[config.mk]
export PLATFORM = sky130hd
export DESIGN_NAME = mmu_client_flat
export DESIGN_NICKNAME = d
export VERILOG_FILES = /design/src/rtl/mmu_client_if.sv /design/src/rtl/mmu_client.sv /design/src/flat_wrapper.sv
export SDC_FILE = /design/constraint.sdc
export NUM_CORES = 1
export LEC_CHECK = 0
export CAP_MARGIN = 20
export CELL_PAD_IN_SITES_DETAIL_PLACEMENT = 1
export CELL_PAD_IN_SITES_GLOBAL_PLACEMENT = 1
export CORE_MARGIN = 8
export CORE_UTILIZATION = 25
export CTS_BUF_LIST = sky130_fd_sc_hd__clkbuf_4 sky130_fd_sc_hd__clkbuf_8
export DETAILED_ROUTE_END_ITERATION = 8
export HOLD_SLACK_MARGIN = 0.02
export PLACE_DENSITY = 0.7
export SYNTH_ARGS = -nofsm -noshare
export SYNTH_HDL_FRONTEND = slang
export SYNTH_SLANG_ARGS = --single-unit
[constraint.sdc]
create_clock -name clk -period 2.2 [get_ports clk]
set_input_delay 0.44 -clock clk [delete_from_list [all_inputs] [get_ports clk]]
set_output_delay 0.44 -clock clk [all_outputs]
set_load 0.03 [all_outputs]
[src/rtl/mmu_client_if.sv]
// Host/MMU-facing bundle for mmu_client: command in, MMU request/response FIFO ports, result out.
// slave is the client's view, master is the host/MMU side.
interface mmu_client_if #(
  parameter int unsigned ID_W    = 13,
  parameter int unsigned IDX_W   = 15,
  parameter int unsigned SZ_W    = 4,
  parameter int unsigned FR_W    = 2,
  parameter int unsigned MAX_OUT = 16
);
  localparam int unsigned CNT_W = $clog2(MAX_OUT + 1);

  logic             cmd_valid;
  logic             cmd_ready;
  logic             cmd_is_free;
  logic [SZ_W-1:0]  cmd_page_count;
  logic [IDX_W-1:0] cmd_page_idx;

  logic             alloc_req_submit;
  logic [ID_W-1:0]  alloc_req_id;
  logic [SZ_W-1:0]  alloc_req_page_count;
  logic             free_req_submit;
  logic [ID_W-1:0]  free_req_id;
  logic [IDX_W-1:0] free_req_page_idx;
  logic [SZ_W-1:0]  free_req_page_count;
  logic             alloc_req_fifo_full;
  logic             free_req_fifo_full;

  logic             alloc_rsp_fifo_not_empty;
  logic             free_rsp_fifo_not_empty;
  logic             alloc_rsp_pop;
  logic             free_rsp_pop;
  logic [ID_W-1:0]  alloc_rsp_id;
  logic [IDX_W-1:0] alloc_rsp_page_idx;
  logic             alloc_rsp_fail;
  logic [FR_W-1:0]  alloc_rsp_fail_reason;
  logic [SZ_W-1:0]  alloc_rsp_origin_size;
  logic [SZ_W-1:0]  alloc_rsp_actual_size;
  logic [ID_W-1:0]  free_rsp_id;
  logic             free_rsp_fail;
  logic [FR_W-1:0]  free_rsp_fail_reason;
  logic [SZ_W-1:0]  free_rsp_origin_size;
  logic [SZ_W-1:0]  free_rsp_actual_size;

  logic             res_valid;
  logic             res_ready;
  logic             res_is_free;
  logic [ID_W-1:0]  res_id;
  logic [IDX_W-1:0] res_page_idx;
  logic             res_fail;
  logic [FR_W-1:0]  res_fail_reason;
  logic [SZ_W-1:0]  res_origin_size;
  logic [SZ_W-1:0]  res_actual_size;

  logic [CNT_W-1:0] alloc_outstanding;
  logic [CNT_W-1:0] free_outstanding;
  logic             err_id_mismatch;
  logic             err_unexpected_rsp;
  logic             err_clear;

  modport slave (
    input  cmd_valid, cmd_is_free, cmd_page_count, cmd_page_idx,
    output cmd_ready,
    output alloc_req_submit, alloc_req_id, alloc_req_page_count,
    output free_req_submit, free_req_id, free_req_page_idx, free_req_page_count,
    input  alloc_req_fifo_full, free_req_fifo_full,
    input  alloc_rsp_fifo_not_empty, free_rsp_fifo_not_empty,
    output alloc_rsp_pop, free_rsp_pop,
    input  alloc_rsp_id, alloc_rsp_page_idx, alloc_rsp_fail, alloc_rsp_fail_reason,
    input  alloc_rsp_origin_size, alloc_rsp_actual_size,
    input  free_rsp_id, free_rsp_fail, free_rsp_fail_reason, free_rsp_origin_size,
    input  free_rsp_actual_size,
    output res_valid, res_is_free, res_id, res_page_idx, res_fail, res_fail_reason,
    output res_origin_size, res_actual_size,
    input  res_ready,
    output alloc_outstanding, free_outstanding, err_id_mismatch, err_unexpected_rsp,
    input  err_clear
  );

  modport master (
    output cmd_valid, cmd_is_free, cmd_page_count, cmd_page_idx,
    input  cmd_ready,
    input  alloc_req_submit, alloc_req_id, alloc_req_page_count,
    input  free_req_submit, free_req_id, free_req_page_idx, free_req_page_count,
    output alloc_req_fifo_full, free_req_fifo_full,
    output alloc_rsp_fifo_not_empty, free_rsp_fifo_not_empty,
    input  alloc_rsp_pop, free_rsp_pop,
    output alloc_rsp_id, alloc_rsp_page_idx, alloc_rsp_fail, alloc_rsp_fail_reason,
    output alloc_rsp_origin_size, alloc_rsp_actual_size,
    output free_rsp_id, free_rsp_fail, free_rsp_fail_reason, free_rsp_origin_size,
    output free_rsp_actual_size,
    input  res_valid, res_is_free, res_id, res_page_idx, res_fail, res_fail_reason,
    input  res_origin_size, res_actual_size,
    output res_ready,
    input  alloc_outstanding, free_outstanding, err_id_mismatch, err_unexpected_rsp,
    output err_clear
  );
endinterface

[src/rtl/mmu_client.sv]
// Requester-side MMU agent: zero-latency request submit with per-channel ids, and a
// round-robin response collector that returns one result at a time on a valid/ready port.
module mmu_client #(
  parameter int unsigned ID_W    = 13,
  parameter int unsigned IDX_W   = 15,
  parameter int unsigned SZ_W    = 4,
  parameter int unsigned FR_W    = 2,
  parameter int unsigned MAX_OUT = 16
) (
  input logic        clk,
  input logic        rst_n,
  mmu_client_if.slave bus
);
  localparam int unsigned CNT_W = $clog2(MAX_OUT + 1);

  typedef enum logic [1:0] {S_IDLE, S_CAPT, S_HOLD} state_e;

  state_e           r_state;
  logic             r_last_free;
  logic             r_sel_free;
  logic [ID_W-1:0]  r_alloc_id, r_free_id;
  logic [ID_W-1:0]  r_exp_alloc, r_exp_free;
  logic [CNT_W-1:0] r_alloc_out, r_free_out;
  logic             r_err_mm, r_err_ux;
  logic             r_res_valid, r_res_is_free, r_res_fail;
  logic [ID_W-1:0]  r_res_id;
  logic [IDX_W-1:0] r_res_page_idx;
  logic [FR_W-1:0]  r_res_fail_reason;
  logic [SZ_W-1:0]  r_res_origin_size, r_res_actual_size;

  logic             w_alloc_ok, w_free_ok, w_ready;
  logic             w_alloc_sub, w_free_sub;
  logic             w_grant_free, w_alloc_pop, w_free_pop;
  logic             w_alloc_ux, w_free_ux, w_mm;
  logic [CNT_W-1:0] w_alloc_out_nx, w_free_out_nx;
  logic [ID_W-1:0]  w_cap_id, w_exp_id;

  // Returns {pop_at_zero, next_count}; submit and pop together cancel out.
  function automatic logic [CNT_W:0] cnt_step(input logic [CNT_W-1:0] cnt,
                                              input logic sub, input logic pop);
    logic [CNT_W:0] r;
    r = {1'b0, cnt};
    if (sub && !pop) begin
      r = {1'b0, cnt + CNT_W'(1)};
    end else if (!sub && pop) begin
      if (cnt == '0) r = {1'b1, cnt};
      else           r = {1'b0, cnt - CNT_W'(1)};
    end
    return r;
  endfunction

  assign w_alloc_ok  = ~bus.alloc_req_fifo_full & (r_alloc_out < CNT_W'(MAX_OUT));
  assign w_free_ok   = ~bus.free_req_fifo_full & (r_free_out < CNT_W'(MAX_OUT));
  assign w_ready     = bus.cmd_is_free ? w_free_ok : w_alloc_ok;
  assign w_alloc_sub = bus.cmd_valid & w_ready & ~bus.cmd_is_free;
  assign w_free_sub  = bus.cmd_valid & w_ready & bus.cmd_is_free;

  assign bus.cmd_ready            = w_ready;
  assign bus.alloc_req_submit     = w_alloc_sub;
  assign bus.alloc_req_id         = r_alloc_id;
  assign bus.alloc_req_page_count = bus.cmd_page_count;
  assign bus.free_req_submit      = w_free_sub;
  assign bus.free_req_id          = r_free_id;
  assign bus.free_req_page_idx    = bus.cmd_page_idx;
  assign bus.free_req_page_count  = bus.cmd_page_count;

  // On a tie the channel not granted last time wins.
  assign w_grant_free = bus.free_rsp_fifo_not_empty & (~bus.alloc_rsp_fifo_not_empty | ~r_last_free);
  assign w_alloc_pop  = (r_state == S_IDLE) & bus.alloc_rsp_fifo_not_empty & ~w_grant_free;
  assign w_free_pop   = (r_state == S_IDLE) & w_grant_free;
  assign bus.alloc_rsp_pop = w_alloc_pop;
  assign bus.free_rsp_pop  = w_free_pop;

  assign {w_alloc_ux, w_alloc_out_nx} = cnt_step(r_alloc_out, w_alloc_sub, w_alloc_pop);
  assign {w_free_ux, w_free_out_nx}   = cnt_step(r_free_out, w_free_sub, w_free_pop);

  assign w_cap_id = r_sel_free ? bus.free_rsp_id : bus.alloc_rsp_id;
  assign w_exp_id = r_sel_free ? r_exp_free : r_exp_alloc;
  assign w_mm     = (r_state == S_CAPT) & (w_cap_id != w_exp_id);

  // Request ids, outstanding counts and sticky error flags; a same-cycle set beats clear.
  always_ff @(posedge clk or negedge rst_n) begin
    if (!rst_n) begin
      r_alloc_id  <= '0;
      r_free_id   <= '0;
      r_alloc_out <= '0;
      r_free_out  <= '0;
      r_err_mm    <= 1'b0;
      r_err_ux    <= 1'b0;
    end else begin
      if (w_alloc_sub) r_alloc_id <= r_alloc_id + ID_W'(1);
      if (w_free_sub)  r_free_id  <= r_free_id + ID_W'(1);
      r_alloc_out <= w_alloc_out_nx;
      r_free_out  <= w_free_out_nx;
      if (w_mm)                r_err_mm <= 1'b1;
      else if (bus.err_clear)  r_err_mm <= 1'b0;
      if (w_alloc_ux || w_free_ux) r_err_ux <= 1'b1;
      else if (bus.err_clear)      r_err_ux <= 1'b0;
    end
  end

  // Response collector: pop in IDLE, capture the FIFO data one cycle later, hold until taken.
  always_ff @(posedge clk or negedge rst_n) begin
    if (!rst_n) begin
      r_state           <= S_IDLE;
      r_last_free       <= 1'b1;
      r_sel_free        <= 1'b0;
      r_exp_alloc       <= '0;
      r_exp_free        <= '0;
      r_res_valid       <= 1'b0;
      r_res_is_free     <= 1'b0;
      r_res_id          <= '0;
      r_res_page_idx    <= '0;
      r_res_fail        <= 1'b0;
      r_res_fail_reason <= '0;
      r_res_origin_size <= '0;
      r_res_actual_size <= '0;
    end else begin
      unique case (r_state)
        S_IDLE: begin
          if (bus.alloc_rsp_fifo_not_empty || bus.free_rsp_fifo_not_empty) begin
            r_sel_free  <= w_grant_free;
            r_last_free <= w_grant_free;
            r_state     <= S_CAPT;
          end
        end
        S_CAPT: begin
          r_res_valid   <= 1'b1;
          r_res_is_free <= r_sel_free;
          r_res_id      <= w_cap_id;
          if (r_sel_free) begin
            r_res_page_idx    <= '0;
            r_res_fail        <= bus.free_rsp_fail;
            r_res_fail_reason <= bus.free_rsp_fail_reason;
            r_res_origin_size <= bus.free_rsp_origin_size;
            r_res_actual_size <= bus.free_rsp_actual_size;
            r_exp_free        <= r_exp_free + ID_W'(1);
          end else begin
            r_res_page_idx    <= bus.alloc_rsp_page_idx;
            r_res_fail        <= bus.alloc_rsp_fail;
            r_res_fail_reason <= bus.alloc_rsp_fail_reason;
            r_res_origin_size <= bus.alloc_rsp_origin_size;
            r_res_actual_size <= bus.alloc_rsp_actual_size;
            r_exp_alloc       <= r_exp_alloc + ID_W'(1);
          end
          r_state <= S_HOLD;
        end
        S_HOLD: begin
          if (bus.res_ready) begin
            r_res_valid <= 1'b0;
            r_state     <= S_IDLE;
          end
        end
        default: r_state <= S_IDLE;
      endcase
    end
  end

  assign bus.res_valid          = r_res_valid;
  assign bus.res_is_free        = r_res_is_free;
  assign bus.res_id             = r_res_id;
  assign bus.res_page_idx       = r_res_page_idx;
  assign bus.res_fail           = r_res_fail;
  assign bus.res_fail_reason    = r_res_fail_reason;
  assign bus.res_origin_size    = r_res_origin_size;
  assign bus.res_actual_size    = r_res_actual_size;
  assign bus.alloc_outstanding  = r_alloc_out;
  assign bus.free_outstanding   = r_free_out;
  assign bus.err_id_mismatch    = r_err_mm;
  assign bus.err_unexpected_rsp = r_err_ux;
endmodule

[src/flat_wrapper.sv]
// flat-port wrapper written by rule: the top's interface ports become plain ports
module mmu_client_flat 
#(
  parameter int unsigned ID_W    = 13,
  parameter int unsigned IDX_W   = 15,
  parameter int unsigned SZ_W    = 4,
  parameter int unsigned FR_W    = 2,
  parameter int unsigned MAX_OUT = 16
)
  (clk, rst_n, bus_cmd_valid, bus_cmd_is_free, bus_cmd_page_count, bus_cmd_page_idx, bus_cmd_ready, bus_alloc_req_submit, bus_alloc_req_id, bus_alloc_req_page_count, bus_free_req_submit, bus_free_req_id, bus_free_req_page_idx, bus_free_req_page_count, bus_alloc_req_fifo_full, bus_free_req_fifo_full, bus_alloc_rsp_fifo_not_empty, bus_free_rsp_fifo_not_empty, bus_alloc_rsp_pop, bus_free_rsp_pop, bus_alloc_rsp_id, bus_alloc_rsp_page_idx, bus_alloc_rsp_fail, bus_alloc_rsp_fail_reason, bus_alloc_rsp_origin_size, bus_alloc_rsp_actual_size, bus_free_rsp_id, bus_free_rsp_fail, bus_free_rsp_fail_reason, bus_free_rsp_origin_size, bus_free_rsp_actual_size, bus_res_valid, bus_res_is_free, bus_res_id, bus_res_page_idx, bus_res_fail, bus_res_fail_reason, bus_res_origin_size, bus_res_actual_size, bus_res_ready, bus_alloc_outstanding, bus_free_outstanding, bus_err_id_mismatch, bus_err_unexpected_rsp, bus_err_clear);
  mmu_client_if #(.ID_W(ID_W), .IDX_W(IDX_W), .SZ_W(SZ_W), .FR_W(FR_W), .MAX_OUT(MAX_OUT)) bus_i ();
  input logic clk;
  input logic rst_n;
  input wire logic [$bits(bus_i.cmd_valid)-1:0] bus_cmd_valid;
  input wire logic [$bits(bus_i.cmd_is_free)-1:0] bus_cmd_is_free;
  input wire logic [$bits(bus_i.cmd_page_count)-1:0] bus_cmd_page_count;
  input wire logic [$bits(bus_i.cmd_page_idx)-1:0] bus_cmd_page_idx;
  output wire logic [$bits(bus_i.cmd_ready)-1:0] bus_cmd_ready;
  output wire logic [$bits(bus_i.alloc_req_submit)-1:0] bus_alloc_req_submit;
  output wire logic [$bits(bus_i.alloc_req_id)-1:0] bus_alloc_req_id;
  output wire logic [$bits(bus_i.alloc_req_page_count)-1:0] bus_alloc_req_page_count;
  output wire logic [$bits(bus_i.free_req_submit)-1:0] bus_free_req_submit;
  output wire logic [$bits(bus_i.free_req_id)-1:0] bus_free_req_id;
  output wire logic [$bits(bus_i.free_req_page_idx)-1:0] bus_free_req_page_idx;
  output wire logic [$bits(bus_i.free_req_page_count)-1:0] bus_free_req_page_count;
  input wire logic [$bits(bus_i.alloc_req_fifo_full)-1:0] bus_alloc_req_fifo_full;
  input wire logic [$bits(bus_i.free_req_fifo_full)-1:0] bus_free_req_fifo_full;
  input wire logic [$bits(bus_i.alloc_rsp_fifo_not_empty)-1:0] bus_alloc_rsp_fifo_not_empty;
  input wire logic [$bits(bus_i.free_rsp_fifo_not_empty)-1:0] bus_free_rsp_fifo_not_empty;
  output wire logic [$bits(bus_i.alloc_rsp_pop)-1:0] bus_alloc_rsp_pop;
  output wire logic [$bits(bus_i.free_rsp_pop)-1:0] bus_free_rsp_pop;
  input wire logic [$bits(bus_i.alloc_rsp_id)-1:0] bus_alloc_rsp_id;
  input wire logic [$bits(bus_i.alloc_rsp_page_idx)-1:0] bus_alloc_rsp_page_idx;
  input wire logic [$bits(bus_i.alloc_rsp_fail)-1:0] bus_alloc_rsp_fail;
  input wire logic [$bits(bus_i.alloc_rsp_fail_reason)-1:0] bus_alloc_rsp_fail_reason;
  input wire logic [$bits(bus_i.alloc_rsp_origin_size)-1:0] bus_alloc_rsp_origin_size;
  input wire logic [$bits(bus_i.alloc_rsp_actual_size)-1:0] bus_alloc_rsp_actual_size;
  input wire logic [$bits(bus_i.free_rsp_id)-1:0] bus_free_rsp_id;
  input wire logic [$bits(bus_i.free_rsp_fail)-1:0] bus_free_rsp_fail;
  input wire logic [$bits(bus_i.free_rsp_fail_reason)-1:0] bus_free_rsp_fail_reason;
  input wire logic [$bits(bus_i.free_rsp_origin_size)-1:0] bus_free_rsp_origin_size;
  input wire logic [$bits(bus_i.free_rsp_actual_size)-1:0] bus_free_rsp_actual_size;
  output wire logic [$bits(bus_i.res_valid)-1:0] bus_res_valid;
  output wire logic [$bits(bus_i.res_is_free)-1:0] bus_res_is_free;
  output wire logic [$bits(bus_i.res_id)-1:0] bus_res_id;
  output wire logic [$bits(bus_i.res_page_idx)-1:0] bus_res_page_idx;
  output wire logic [$bits(bus_i.res_fail)-1:0] bus_res_fail;
  output wire logic [$bits(bus_i.res_fail_reason)-1:0] bus_res_fail_reason;
  output wire logic [$bits(bus_i.res_origin_size)-1:0] bus_res_origin_size;
  output wire logic [$bits(bus_i.res_actual_size)-1:0] bus_res_actual_size;
  input wire logic [$bits(bus_i.res_ready)-1:0] bus_res_ready;
  output wire logic [$bits(bus_i.alloc_outstanding)-1:0] bus_alloc_outstanding;
  output wire logic [$bits(bus_i.free_outstanding)-1:0] bus_free_outstanding;
  output wire logic [$bits(bus_i.err_id_mismatch)-1:0] bus_err_id_mismatch;
  output wire logic [$bits(bus_i.err_unexpected_rsp)-1:0] bus_err_unexpected_rsp;
  input wire logic [$bits(bus_i.err_clear)-1:0] bus_err_clear;
  assign bus_i.cmd_valid = bus_cmd_valid;
  assign bus_i.cmd_is_free = bus_cmd_is_free;
  assign bus_i.cmd_page_count = bus_cmd_page_count;
  assign bus_i.cmd_page_idx = bus_cmd_page_idx;
  assign bus_cmd_ready = bus_i.cmd_ready;
  assign bus_alloc_req_submit = bus_i.alloc_req_submit;
  assign bus_alloc_req_id = bus_i.alloc_req_id;
  assign bus_alloc_req_page_count = bus_i.alloc_req_page_count;
  assign bus_free_req_submit = bus_i.free_req_submit;
  assign bus_free_req_id = bus_i.free_req_id;
  assign bus_free_req_page_idx = bus_i.free_req_page_idx;
  assign bus_free_req_page_count = bus_i.free_req_page_count;
  assign bus_i.alloc_req_fifo_full = bus_alloc_req_fifo_full;
  assign bus_i.free_req_fifo_full = bus_free_req_fifo_full;
  assign bus_i.alloc_rsp_fifo_not_empty = bus_alloc_rsp_fifo_not_empty;
  assign bus_i.free_rsp_fifo_not_empty = bus_free_rsp_fifo_not_empty;
  assign bus_alloc_rsp_pop = bus_i.alloc_rsp_pop;
  assign bus_free_rsp_pop = bus_i.free_rsp_pop;
  assign bus_i.alloc_rsp_id = bus_alloc_rsp_id;
  assign bus_i.alloc_rsp_page_idx = bus_alloc_rsp_page_idx;
  assign bus_i.alloc_rsp_fail = bus_alloc_rsp_fail;
  assign bus_i.alloc_rsp_fail_reason = bus_alloc_rsp_fail_reason;
  assign bus_i.alloc_rsp_origin_size = bus_alloc_rsp_origin_size;
  assign bus_i.alloc_rsp_actual_size = bus_alloc_rsp_actual_size;
  assign bus_i.free_rsp_id = bus_free_rsp_id;
  assign bus_i.free_rsp_fail = bus_free_rsp_fail;
  assign bus_i.free_rsp_fail_reason = bus_free_rsp_fail_reason;
  assign bus_i.free_rsp_origin_size = bus_free_rsp_origin_size;
  assign bus_i.free_rsp_actual_size = bus_free_rsp_actual_size;
  assign bus_res_valid = bus_i.res_valid;
  assign bus_res_is_free = bus_i.res_is_free;
  assign bus_res_id = bus_i.res_id;
  assign bus_res_page_idx = bus_i.res_page_idx;
  assign bus_res_fail = bus_i.res_fail;
  assign bus_res_fail_reason = bus_i.res_fail_reason;
  assign bus_res_origin_size = bus_i.res_origin_size;
  assign bus_res_actual_size = bus_i.res_actual_size;
  assign bus_i.res_ready = bus_res_ready;
  assign bus_alloc_outstanding = bus_i.alloc_outstanding;
  assign bus_free_outstanding = bus_i.free_outstanding;
  assign bus_err_id_mismatch = bus_i.err_id_mismatch;
  assign bus_err_unexpected_rsp = bus_i.err_unexpected_rsp;
  assign bus_i.err_clear = bus_err_clear;
  mmu_client #(.ID_W(ID_W), .IDX_W(IDX_W), .SZ_W(SZ_W), .FR_W(FR_W), .MAX_OUT(MAX_OUT)) u_core (.clk(clk), .rst_n(rst_n), .bus(bus_i));
endmodule
==> out/qor.csv, run 1 <==
metric,value,unit
die_w,165,µm
area_growth,40.2,%
power.total,0.00942,W
critPathLaunchType,primary input,
syn_area,0.00552,mm²
first_global_vias,4804,
coreArea,0.0218,mm²
clk_pin_slew_worst_paths,0.11,ns
clk_path_buf_depth,2,
cts_tree,done,
grt_pass1_wl,26200,µm
h-tree-depth,3,
syn_area_per_cell,10.7,µm²
diodes,0,
grt_max_degree,40,
synth_nets,624,
rsz0062_at_grt,no,
crit_fanout,5,
placed_cell_area,0.00752,mm²
hold_violations,0,
final_area,0.00774,mm²
wire_per_inst,17.1,µm
hp-class,primary input to async pin,
nNetsFinal,792,
path_common_cell,buf_4,
clock_latency,0.39,ns
crit_path_top_delay_cell,or4b_4,
dp_hpwl,13100,µm
die_h,165,µm
synth_largest_area_cell,dfrtp_1,
synth_top_area_share,49.0,%
ys_warn_count,0,
relSlewSlack,61.5,%
setup_viol,0,
synth-seq-cells,109,
worstSetupPathType,primary input to flop,
critPathMaxStageDelay,0.49,ns
initialDrtViolationCount,210,
status,"complete, no violations",
end_kind,flop,
cts-root-buf,clkbuf_8,
cts-buffers-inserted,9,
fin_tns_setup,0,ns
n_fill_cell,2407,
pin_count,199,
ant_nets,0,
path_cells,clkdlybuf4s50_1 > or4b_4 > buf_4 > buf_4 > ha_1 > nand2_1 > o32ai_1 > a221o_1,
grt.total_usage,12.2,%
synth-async-reset-ratio,100,%
tightest_slew,0.578,ns
design.die.area,0.0271,mm²
fin_crit,2.12,ns
antenna_found_initial,0,
dp.cells,955,
rows,54,
fmax,0.473,GHz
initial_core_util,25.4,%
cp.required,2.48,ns
post-route-period-util,96.2,%
cp.arrival,2.39,ns
first_pass_iters,4,
hold_buffers,0,
finClkSkew,0.0115,ns
p_per_area,1220,mW/mm²
final_layout_size_suffix_gt1_share,12.2,%
synth_ff_type,dfrtp_1,
vias,4379,
syn_inst,518,
synth_area_leaders,"dfrtp_1 (49%), xor2_1 (6.5%), xnor2_1 (5.7%), mux2i_1 (4.7%), nand2_1 (4.1%)",
synth_cell_types,49,
numPortBuffers,156,
drc,0,
drt-total-wl,16600,µm
gp_routability_congestion,0.790,
fin_cells,971,
overflow,0,
synth-edff-count,0,
slew_violations,0,
vias_per_cell,4.51,
numClockSinks,109,
maxCapViolCount,0,
power.leakage,3.42,nW
ys_seq_area_share,49.5,%
peakVddDrop,412,µV
==> cell usage in the layout (no fill, tap or decap), types with 2 or more instances in the layout <==
master           count
clkdlybuf4s50_1    149
dfrtp_1            105
nand2_1             60
buf_4               43
xor2_1              41
xnor2_1             36
o21ai_0             31
mux2i_1             26
nand3_1             22
nor2_1              19
a22o_1              19
inv_1               17
ha_1                14
nor3_1               9
clkbuf_8             9
a21oi_1              7
nor4_1               7
nand4_1              7
a221o_1              5
and3_1               5
and4_1               4
clkinv_4             3
o31ai_1              3
o221ai_1             3
nor2b_1              3
mux2_2               3
nor3_2               3
buf_12               3
dfrtp_2              3
or4b_4               2
nand2b_1             2
or3_1                2
inv_6                2
inv_8                2
==> sequential cells by signal, summed over array words and instances, names as in the netlist, 4 cells and up <==
name and flops:
u_core.bus.res_page_idx 15, u_core.bus.alloc_req_id 13, u_core.bus.free_req_id 13, u_core.bus.res_id 13, u_core.r_exp_alloc 13, u_core.r_exp_free 13, u_core.bus.alloc_outstanding 5, u_core.bus.free_outstanding 5
u_core.bus.res_actual_size 4, u_core.bus.res_origin_size 4
==> path summary, 6_finish.rpt <==
check                                                            start                                     endpoint  slack [ns]  depth (start not counted)
min reg2reg                     u_core.bus.free_req_id[12]$_DFFE_PN0P_       u_core.bus.free_req_id[12]$_DFFE_PN0P_        0.48                          1
max reg2reg                u_core.bus.alloc_outstanding[4]$_DFFE_PN0P_  u_core.bus.alloc_outstanding[1]$_DFFE_PN0P_        0.12                          7
min                                                              rst_n            u_core.r_exp_free[10]$_DFFE_PN0P_        0.03                          1
max in group asynchronous                                        rst_n       u_core.bus.res_page_idx[5]$_DFFE_PN0P_        1.56                          2
max                                                      bus_cmd_valid  u_core.bus.alloc_outstanding[1]$_DFFE_PN0P_        0.08                          8
min in group clk                u_core.bus.free_req_id[12]$_DFFE_PN0P_       u_core.bus.free_req_id[12]$_DFFE_PN0P_        0.48                          1
==> worst max-delay path, delay by kind of cell <==
family	cells	cell delay, ns
buf+inv	3	0.78
simple gates	2	0.58
fa+ha+maj	1	0.22
compound gates	2	0.37
==> cells in the mapped netlist (2+ instances only) <==
cell type    n
nor2_1      19
xor2_1      41
a22o_1      19
nand4_1      7
and4_1       4
nand3_1     22
nor2b_1      3
mux2i_1     26
nor3_2       2
ha_1        14
o31ai_1      3
and3_1       5
dfrtp_1    108
inv_1       17
xnor2_1     36
a21oi_1      7
o221ai_1     3
clkbuf_1    13
buf_4       23
a221o_1      5
o21ai_0     31
buf_2        3
or3_1        2
mux2_2       3
nand2_1     60
nor3_1      10
or4b_1       2
nor4_1       7
nand2b_1     3
==> what timing repair did <==
item,4_1_cts,5_1_grt
endpoints found under the setup margin,1,6
buffers inserted,1,0
resized for setup,2,3
pin swaps,1,2
==> metal layers <==
metal  share of wire, %  GRT usage, %  vias to the layer above
li1                   -             -                     2116
met3                5.2          2.19                       15
met4                1.6          4.42                        0
met5                  0             0                        -
met2                 49          21.0                       96
met1                 44          15.1                     2152
==> where the power goes <==
part | internal (W) | leakage, nW | switching, W
clock | 0.000441 | 0.0943 | 0.000789
sequential | 0.00265 | 1.40 | 0.000565
combinational | 0.00218 | 1.93 | 0.00278
==> stage by stage <==
| step | setup WS (ns) | hold WS [ns] | utilization (%) |
|---|---|---|---|
| final | 0.0839 | 0.0276 | 35.6 |
| after global routing | 0.00272 | 0.0474 | 35.6 |
| after CTS | 0.0332 | 0.0253 | 35.5 |
| after detailed placement | -0.347 | 0.464 | 34.6 |
| after global placement | -0.356 | 0.455 | 34.6 |
| after floorplan | -0.0105 | 0.144 | - |
==> cells by family (layout without fill, tap and decap cells) <==
| family | after synthesis | after routing | share of synthesized area (%) |
|---|---|---|---|
| adders and majority gates | 14 | 14 | 3.17 |
| muxes | 29 | 29 | 5.33 |
| DFF | 109 | 109 | 49.5 |
| and+or+nand+nor | 158 | 158 | 15.1 |
| buffers and inverters | 58 | 231 | 5.81 |
| AOI/OAI and AO/OA | 73 | 73 | 8.87 |
| xor gates and xnor gates | 77 | 77 | 12.2 |
==> layout make-up <==
| cell class | instances | area, µm² | share of cell area [%] |
|---|---|---|---|
| repair buffers | 197 | 1900 | 24.5 |
| clock inverters | 7 | 65.1 | 0.841 |
| clock buffers | 9 | 124 | 1.60 |
| well taps | 280 | 350 | 4.53 |
| inverters | 18 | 72.6 | 0.938 |
| flip-flops and latches | 109 | 2730 | 35.3 |
| multi-input cells | 351 | 2490 | 32.2 |
(Power assumes the default switching activity.)
==> run 2: changes to the inputs <==
Settings changed: PLACE_DENSITY 0.7 to 0.67.
Clock period 2.2 ns to 2.5 ns, I/O delays scaled along.
==> out/qor.csv, run 2 (synthesis gave the netlist of run 1 again) <==
metric,value,unit,change
worstSetupPathType,primary input to output port,,
first_pass_iters,4,,unchanged
holdWs,0.0416,ns,+0.0140 ns
crit_path_top_delay_cell,or4b_4,,
area_growth,37.5,%,
pwr-share-seq,35.8,%,+1.6 points
n_fill_cell,2412,,+0.21%
setup_viol,0,,unchanged
crit_fanout,6,,+1
post-cts-setup-buffers,0,,-1
fmax,0.415,GHz,
path_cells,clkdlybuf4s50_1 > or4b_4 > clkinv_4 > buf_4 > buf_4,,
largest_reg_flops,15,,unchanged
p_per_area,1090,mW/mm²,-11%
cts_resized,0,,-2
grt.total_usage,12.4,%,+0.14 points
cts-root-buf,clkbuf_8,,
maxCapViolCount,0,,unchanged
fin_cells,953,,-1.9%
relSlewSlack,54.1,%,-7.4 points
fin_crit,2.41,ns,
tightest_slew,0.683,ns,+0.105 ns
overflow,0,,unchanged
rows,54,,unchanged
end_kind,output port,,
final_common_cell,clkdlybuf4s50_1,,
final_layout_size_suffix_gt1_share,9.08,%,-3.1 points
h-tree-depth,3,,unchanged
grt_max_degree,57,,+43%
final_util,34.9,%,-0.68 points
use_met3,3.32,%,+1.1 points
critPathBufInv,4,,+1
finClkSkew,0.0191,ns,+0.00758 ns
clk_path_buf_depth,2,,unchanged
wire_per_inst,17.3,µm,+0.85%
r2r_start,u_core.r_state[1]$_DFFE_PN0P_,,
r2r_slack,0.38,ns,+0.26 ns
clock_latency,0.39,ns,about the same
p_clk_share,14.1,%,+1.0 points
power.leakage,3.34,nW,-2.5%
design.die.area,0.0271,mm²,unchanged
critPathMaxStageDelay,0.56,ns,+0.07 ns
power_switching,0.00360,W,-13%
dp_hpwl,13100,µm,-0.43%
multiInputGateArea,0.00248,mm²,-0.55%
drc,0,,unchanged
pwr-share-comb,50.1,%,-2.7 points
numClockSinks,109,,unchanged
top_usage_layer,met2,,
dp_slack,-0.129,ns,+0.217 ns
ant_nets,0,,unchanged
regArea,0.00273,mm²,about the same
power.total,0.00826,W,-12%
crit_family,buffers and inverters,,
critPathLaunchType,primary input,,
die_h,165,µm,unchanged
grt_pass1_wl,26700,µm,+2.1%
rsz0062_at_grt,no,,
antenna_found_initial,1,,+1
clk_pin_slew_worst_paths,0.12,ns,about the same
hp-class,primary input to async pin,,
internal-power,0.00466,W,-12%
nNetsFinal,773,,-2.4%
met1_usage,14.7,%,-0.40 points
hold_buffers,0,,unchanged
cts-buffers-inserted,9,,unchanged
cp.arrival,1.91,ns,-0.48 ns
peakVddDrop,487,µV,+18%
initialDrtViolationCount,200,,-4.8%
numPortBuffers,156,,unchanged
gp_routability_congestion,0.811,,+2.7%
vias_per_cell,4.53,,+0.49%
die_w,165,µm,unchanged
layout_setup_ws,0.0912,ns,+0.00735 ns
pin_count,199,,unchanged
drt-total-wl,16400,µm,-1.0%
switching_share,43.6,%,-0.35 points
final_cell_mix,"clkdlybuf4s50_1 (150), dfrtp_1 (107), nand2_1 (60)",,
cp.required,2.00,ns,-0.48 ns
path_common_cell,buf_4,,
coreArea,0.0218,mm²,unchanged
first_global_vias,4868,,+1.3%
dp.cells,936,,-2.0%
grtUsageMet2,20.8,%,-0.17 points
hold_violations,0,,unchanged
slew_violations,0,,unchanged
post-route-period-util,96.4,%,
vias,4319,,-1.4%
ff2ff_path_depth,8,,+1
initial_core_util,25.4,%,unchanged
regToRegEndpoint,u_core.bus.free_outstanding[4]$_DFFE_PN0P_,,
cts_tree,done,,
status,"complete, no violations",,
## run 2: metal layers
layer  wire [µm]  up-vias
met1        6820     2117
li1            -     2073
met3        1110       22
met5           0        -
met4         434        0
met2        8080      107
## run 2: through the flow
stage | instance area [µm²] | TNS (ns)
5_1_grt | 7590 | 0
2_1_floorplan | 5520 | 0
3_5_place_dp | 7370 | -0.657
4_1_cts | 7580 | 0
3_3_place_gp | 7370 | -0.213
6_report | 7590 | 0
## run 2: how the worst max path moves through the flow
stage	start	endpoint	slack [ns]	depth (start not counted)
after detailed placement	bus_cmd_is_free	u_core.bus.free_outstanding[3]$_DFFE_PN0P_	-0.13	9
after floorplan	u_core.bus.free_outstanding[4]$_DFFE_PN0P_	u_core.bus.free_outstanding[3]$_DFFE_PN0P_	0.04	8
after global placement	bus_cmd_valid	u_core.bus.free_outstanding[3]$_DFFE_PN0P_	-0.09	9
after global routing	bus_cmd_is_free	bus_alloc_req_submit	0.03	5
final	bus_cmd_is_free	bus_alloc_req_submit	0.09	5
after CTS	bus_cmd_is_free	bus_alloc_req_submit	0.04	5
## run 2: cell type report
type	instances	share of cell area, %
flip-flops and latches	109	36.0
repair buffers	178	23.0
inverters	18	0.956
diodes	1	0.0330
multi-input cells	351	32.7
well taps	280	4.62
clock buffers	10	1.73
clock inverters	6	1.04
## run 2: power by group through the flow
| stage | Clock, W | Sequential [W] | Combinational (W) |
|---|---|---|---|
| 2_1_floorplan | 0 | 0.00369 | 0.00169 |
| 3_3_place_gp | 0 | 0.00296 | 0.00408 |
| 3_5_place_dp | 0 | 0.00300 | 0.00419 |
| 4_1_cts | 0.00122 | 0.00297 | 0.00421 |
| 5_1_grt | 0.00129 | 0.00306 | 0.00452 |
| 6_report | 0.00117 | 0.00295 | 0.00414 |
